`src/rtl/alu_pkg.sv`:
```
// Shared types for the 4-bit ALU and its self-test sequencer.
// Opcode encodings, opcode type and BIST state enum.
package alu_pkg;

  localparam int ALU_W = 4;

  typedef logic [2:0] alu_op_t;

  localparam alu_op_t OP_ADD = 3'd0;
  localparam alu_op_t OP_SUB = 3'd1;
  localparam alu_op_t OP_AND = 3'd2;
  localparam alu_op_t OP_OR  = 3'd3;
  localparam alu_op_t OP_XOR = 3'd4;

  typedef enum logic [1:0] {
    ST_IDLE,
    ST_RUN,
    ST_DONE
  } bist_state_t;

  function automatic logic sat_full(
    input logic [7:0] cnt
  );
    return &cnt;
  endfunction

endpackage

```
`src/rtl/alu_bist_if.sv`:
```
// Operand/result bus between the BIST sequencer and the ALU.
// master drives operands, slave returns result and flags.
interface alu_bist_if;
  import alu_pkg::*;

  logic [ALU_W-1:0] alu_a;
  logic [ALU_W-1:0] alu_b;
  alu_op_t          alu_op;
  logic [ALU_W-1:0] alu_result;
  logic             alu_cout;
  logic             alu_zero;

  modport master (
    output alu_a,
    output alu_b,
    output alu_op,
    input  alu_result,
    input  alu_cout,
    input  alu_zero
  );

  modport slave (
    input  alu_a,
    input  alu_b,
    input  alu_op,
    output alu_result,
    output alu_cout,
    output alu_zero
  );

endinterface

```
`src/rtl/alu_ref_model.sv`:
```
// Combinational golden model of the 4-bit ALU contract.
// Invalid opcodes yield zero result and no carry.
module alu_ref_model
  import alu_pkg::*;
(
  input  alu_op_t          op,
  input  logic [ALU_W-1:0] a,
  input  logic [ALU_W-1:0] b,
  output logic [ALU_W-1:0] result,
  output logic             cout,
  output logic             zero
);

  logic [ALU_W:0] sum;

  // Decode opcode into a carry-extended result.
  always_comb begin
    sum = '0;
    unique case (1'b1)
      (op == OP_ADD): sum = {1'b0, a} + {1'b0, b};
      (op == OP_SUB): sum = {1'b0, a} - {1'b0, b};
      (op == OP_AND): sum = {1'b0, a & b};
      (op == OP_OR):  sum = {1'b0, a | b};
      (op == OP_XOR): sum = {1'b0, a ^ b};
      default:        sum = '0;
    endcase
  end

  assign result = sum[ALU_W-1:0];
  assign cout   = sum[ALU_W];
  assign zero   = (sum[ALU_W-1:0] == '0);

endmodule

```
`src/rtl/alu_bist.sv`:
```
// Self-test sequencer: sweeps op/a/b through the ALU and checks it.
// ALU_BIST_STOP_ON_FAIL_EN ends the sweep at the first mismatch.
module alu_bist
  import alu_pkg::*;
#(
  parameter alu_op_t OP_MAX = 3'd5
) (
  input  logic             clk,
  input  logic             rst_n,
  input  logic             start,
  alu_bist_if.master       alu,
  output logic             busy,
  output logic             done,
  output logic             pass,
  output logic [7:0]       err_count,
  output logic             fail_valid,
  output alu_op_t          first_fail_op,
  output logic [ALU_W-1:0] first_fail_a,
  output logic [ALU_W-1:0] first_fail_b
);

  bist_state_t      state;
  logic [ALU_W-1:0] exp_result;
  logic             exp_cout;
  logic             exp_zero;
  logic             mism;
  logic             last;
  logic [7:0]       err_next;

  alu_ref_model u_ref (
    .op     (alu.alu_op),
    .a      (alu.alu_a),
    .b      (alu.alu_b),
    .result (exp_result),
    .cout   (exp_cout),
    .zero   (exp_zero)
  );

  assign mism = {alu.alu_result, alu.alu_cout, alu.alu_zero}
             != {exp_result, exp_cout, exp_zero};

  assign last = (alu.alu_op == OP_MAX)
             && (&alu.alu_a) && (&alu.alu_b);

  assign err_next = (mism && !sat_full(err_count))
                  ? err_count + 8'd1 : err_count;

  // Sweep FSM with vector counters, compare and first-fail capture.
  always_ff @(posedge clk or negedge rst_n) begin
    if (!rst_n) begin
      state         <= ST_IDLE;
      alu.alu_a     <= '0;
      alu.alu_b     <= '0;
      alu.alu_op    <= '0;
      busy          <= 1'b0;
      done          <= 1'b0;
      pass          <= 1'b0;
      err_count     <= '0;
      fail_valid    <= 1'b0;
      first_fail_op <= '0;
      first_fail_a  <= '0;
      first_fail_b  <= '0;
    end else begin
      done <= 1'b0;
      unique case (state)
        ST_IDLE: begin
          if (start) begin
            state         <= ST_RUN;
            busy          <= 1'b1;
            pass          <= 1'b0;
            err_count     <= '0;
            fail_valid    <= 1'b0;
            first_fail_op <= '0;
            first_fail_a  <= '0;
            first_fail_b  <= '0;
            alu.alu_a     <= '0;
            alu.alu_b     <= '0;
            alu.alu_op    <= '0;
          end
        end
        ST_RUN: begin
          err_count <= err_next;
          if (mism && !fail_valid) begin
            fail_valid    <= 1'b1;
            first_fail_op <= alu.alu_op;
            first_fail_a  <= alu.alu_a;
            first_fail_b  <= alu.alu_b;
          end
`ifdef ALU_BIST_STOP_ON_FAIL_EN
          if (mism) begin
            state <= ST_DONE;
            busy  <= 1'b0;
            done  <= 1'b1;
            pass  <= 1'b0;
          end else
`endif
          if (last) begin
            state      <= ST_DONE;
            busy       <= 1'b0;
            done       <= 1'b1;
            pass       <= (err_next == '0);
            alu.alu_a  <= '0;
            alu.alu_b  <= '0;
            alu.alu_op <= '0;
          end else begin
            if ((&alu.alu_a) && (&alu.alu_b))
              alu.alu_op <= alu.alu_op + 3'd1;
            {alu.alu_a, alu.alu_b} <=
              {alu.alu_a, alu.alu_b} + 8'd1;
          end
        end
        ST_DONE: begin
          state <= ST_IDLE;
        end
        default: begin
          state <= ST_IDLE;
          busy  <= 1'b0;
        end
      endcase
    end
  end

endmodule

```
`src/flat_wrapper.sv`:
```
// flat-port wrapper written by rule: the top's interface ports become plain ports
module alu_bist_flat import alu_pkg::*;
#(
  parameter alu_op_t OP_MAX = 3'd5
)
  (clk, rst_n, start, busy, done, pass, err_count, fail_valid, first_fail_op, first_fail_a, first_fail_b, alu_alu_a, alu_alu_b, alu_alu_op, alu_alu_result, alu_alu_cout, alu_alu_zero);
  alu_bist_if alu_i ();
  input  logic clk;
  input  logic rst_n;
  input  logic start;
  output logic busy;
  output logic done;
  output logic pass;
  output logic [7:0] err_count;
  output logic fail_valid;
  output alu_op_t first_fail_op;
  output logic [ALU_W-1:0] first_fail_a;
  output logic [ALU_W-1:0] first_fail_b;
  output wire logic [$bits(alu_i.alu_a)-1:0] alu_alu_a;
  output wire logic [$bits(alu_i.alu_b)-1:0] alu_alu_b;
  output wire logic [$bits(alu_i.alu_op)-1:0] alu_alu_op;
  input wire logic [$bits(alu_i.alu_result)-1:0] alu_alu_result;
  input wire logic [$bits(alu_i.alu_cout)-1:0] alu_alu_cout;
  input wire logic [$bits(alu_i.alu_zero)-1:0] alu_alu_zero;
  assign alu_alu_a = alu_i.alu_a;
  assign alu_alu_b = alu_i.alu_b;
  assign alu_alu_op = alu_i.alu_op;
  assign alu_i.alu_result = alu_alu_result;
  assign alu_i.alu_cout = alu_alu_cout;
  assign alu_i.alu_zero = alu_alu_zero;
  alu_bist #(.OP_MAX(OP_MAX)) u_core (.clk(clk), .rst_n(rst_n), .start(start), .alu(alu_i), .busy(busy), .done(done), .pass(pass), .err_count(err_count), .fail_valid(fail_valid), .first_fail_op(first_fail_op), .first_fail_a(first_fail_a), .first_fail_b(first_fail_b));
endmodule
```
`config.mk`:
```
export PLATFORM = sky130hd
export DESIGN_NAME = alu_bist_flat
export DESIGN_NICKNAME = d
export VERILOG_FILES = /design/src/rtl/alu_pkg.sv /design/src/rtl/alu_bist_if.sv /design/src/rtl/alu_ref_model.sv /design/src/rtl/alu_bist.sv /design/src/flat_wrapper.sv
export SDC_FILE = /design/constraint.sdc
export NUM_CORES = 1
export LEC_CHECK = 0
export BUFFER_PORTS_ARGS = -buffer_cell sky130_fd_sc_hd__buf_2
export CORE_MARGIN = 3
export CORE_UTILIZATION = 35
export CTS_CLUSTER_SIZE = 8
export DETAILED_ROUTE_END_ITERATION = 7
export SLEW_MARGIN = 40
export SYNTH_ARGS = -nofsm -noshare
export SYNTH_HDL_FRONTEND = slang
export SYNTH_SLANG_ARGS = --single-unit
```
`constraint.sdc`:
```
create_clock -name clk -period 8.82 [get_ports clk]
set_input_delay 0.441 -clock clk [delete_from_list [all_inputs] [get_ports clk]]
set_output_delay 0.441 -clock clk [all_outputs]
set_load 0.05 [all_outputs]
```
==> results.txt <==
status = completed
detailed-route wire length per cell = 14.8 µm
total CTS buffers = 5
WHS = 102 ps
GRT Util Overall = 15.9%
Worst EP required = 9020 ps
drt pass-1 iters = 4
Die Y = 90.3 µm
Post-synth ARST share = 100%
most frequent cells in the layout = nand2_1, buf_2, dfrtp_1, o21ai_0, nor2_1
IO Pins = 43
Starting Density = 36.4%
minimum clock period = 3990 ps
TritonCTS clock tree = yes
Vias = 2187
Overflow after GRT = 0
largest net degree at the start of global routing = 37
number of global-route vias before repair = 2077
Clock Latency Late Sink = 290 ps
power density cells = 199 nW/µm²
WS Path Type = reg2reg
CP top delay family = compound AO/OA/AOI/OAI gates
Core ar. = 6830 µm²
slowest cell on the critical path = fa_1
Post-synth EDFFs = 0
fillers = 731
half-perimeter wire length after placement = 4560 µm
# diodes = 0
post-synthesis average cell area = 8.65 µm²
endpoints failing setup = 0
die area = 8160 µm²
f_max = 251 MHz
Syn. warnings = 0
Antenna Nets Post-Route = 0
Root Buffer = clkbuf_8
port bufs = 42
headroom to the max-slew limit = 51.9%
setup bufs post-CTS = 0
most used cell, CP = mux2i_1
Final Cycle Share = 45.2%
leakage power = 1.36 nW
crit path cell chain = inv_1 -> ha_1 -> and2b_1 -> mux2i_1 -> fa_1 -> a21o_1 -> a21oi_1 -> mux2i_1 -> o211a_1 -> nand4_1 -> a31oi_4 -> or2_1 -> mux2i_1 -> o2111ai_1 -> o31ai_1
highest net fanout along the worst path = 9
clock buffer depth = 2
mapped cell area = 2490 µm²
Clk pin slew, worst setup/hold paths = 80 ps
DR DRC count = 0
Critical path buffers and inverters = 1
Worst-Margin Slew = 719 ps
Final nets = 355
Post-CTS Hold Fix Bufs = 0
Routed WL = 6230 µm
post-synthesis sequential area ratio = 36.2%
FF+latch area = 901 µm²
Peak VDD IR = 93.3 µV
multi-input gate area in the final layout = 1470 µm²
#FFs+latches synth = 36
Setup crit end kind = flip-flop
dominant synthesized flop cell = dfrtp_1
WP data arrival = 4190 ps
H-tree depth = 2
Mapped Nets = 318
Site Rows = 30
pins over their slew limit = 0
RSZ-0062 raised after global routing = no
clk sink count = 36
share of layout cells above drive strength 1 = 19.0%
Synth cell types = 55
GPL Wtd Cong = 0.815
Critical Path Start Type = flip-flop
Max Cap Violations = 0
Synth Instances = 288
CTS resizes = 0
initial antenna violation count = 0
die width = 90.3 µm
Iter 0 DRT Violations = 93
area grow syn2layout = 16.6%
number of vias per cell = 5.18
CP peak stage delay = 450 ps
Clock Skews = 7.40 ps
Hold WC Path Type = in2async
Final Hold Fails = 0
first-pass GRT wire length = 10700 µm
setup TNS = 0 ps
[registers in the layout, summed over array words and instances (netlist names)]
register and cells:
u_core.err_count 8, u_core.alu.alu_a 4, u_core.alu.alu_b 4, u_core.first_fail_a 4, u_core.first_fail_b 4, u_core.alu.alu_op 3
u_core.first_fail_op 3, u_core.state 2, u_core.busy 1, u_core.done 1, u_core.fail_valid 1, u_core.pass 1
[routing by layer]
| layer | part of all wire (%) | vias to the layer above | global-route usage (%) |
|---|---|---|---|
| met3 | 4.6 | 10 | 3.17 |
| met1 | 49 | 1035 | 22.5 |
| met4 | 2.0 | 0 | 5.87 |
| met5 | 0 | - | 0 |
| li1 | - | 1080 | - |
| met2 | 45 | 62 | 24.1 |
[layout make-up]
class | instances | area share, %
flip-flops and latches | 36 | 31.0
clock buffers | 7 | 3.32
inverters | 19 | 2.46
well taps | 96 | 4.14
multi-input cells | 221 | 50.7
repair buffers | 42 | 7.33
clock inverters | 1 | 1.03
[logic make-up (layout without fill, tap and decap cells)]
group                      count (synthesis)  count (layout)  synth area share, %
DFF                                       36              36                 36.2
adders and majority gates                 21              21                 10.9
AOI/OAI and AO/OA                         73              73                 20.0
buffers and inverters                     31              69                 5.18
xor gates and xnor gates                  11              11                 3.87
and+or+nand+nor                          110             110                 21.5
muxes                                      6               6                 2.46
[power breakdown]
group          switching, mW  leakage (nW)  internal [mW]
Sequential            0.0368         0.449          0.188
Combinational          0.134         0.846         0.0571
Clock                 0.0613        0.0645         0.0998
[synthesized netlist by cell type, drive strengths merged (2+ instances only)]
cell type	instances	area share, %
a21o	5	1.5
a31oi	5	1.9
nand3	10	2.0
inv	19	2.9
nand3b	4	1.2
nor2b	2	0.50
nor2	25	3.9
a21oi	9	2.3
buf	5	1.3
a2bb2oi	3	1.3
o21ai	32	6.4
or2	3	0.75
and3	4	1.0
nand4	2	0.50
ha	20	10
nor4	3	1.0
nor3	6	1.4
dfrtp	36	36
o31ai	5	1.5
xnor2	10	3.5
nand2b	3	0.75
nand2	41	6.2
clkbuf	7	1.1
o211a	2	0.80
a32oi	2	0.70
mux2i	5	2.0
[worst register-to-register path: stages (launching register included)]
cell and delay, ps:
dfrtp_1 440, inv_1 100, ha_1 340, and2b_1 240, mux2i_1 140, fa_1 450, a21o_1 200, a21oi_1 280
mux2i_1 220, o211a_1 150, nand4_1 150, a31oi_4 350, or2_1 220, mux2i_1 210, o2111ai_1 130, o31ai_1 260
[path summary, 6_finish.rpt]
kind | start | to | slack, ps | cells past startpoint
worst min-delay path | rst_n | u_core.done | 100 | 1
max in group asynchronous | rst_n | u_core.alu.alu_a[2] | 8370 | 1
min in group clk | u_core.pass | u_core.pass | 500 | 2
worst max-delay path | u_core.alu.alu_op[1] | u_core.pass | 4830 | 15
worst min register to register | u_core.pass | u_core.pass | 500 | 2
worst max register to register | u_core.alu.alu_op[1] | u_core.pass | 4830 | 15
[per-stage QoR]
stage          cells  cell area, µm²  setup WS (ps)  power (mW)  utilization (%)
2_1_floorplan    288            2490           4960       0.373                -
3_3_place_gp     414            2770           4830       0.417             40.5
3_5_place_dp     414            2780           4850       0.421             40.6
4_1_cts          422            2900           4820       0.583             42.5
5_1_grt          422            2900           4460       0.610             42.5
6_report         422            2900           4830       0.577             42.5
No activity file was read; power rests on OpenSTA's default activity.
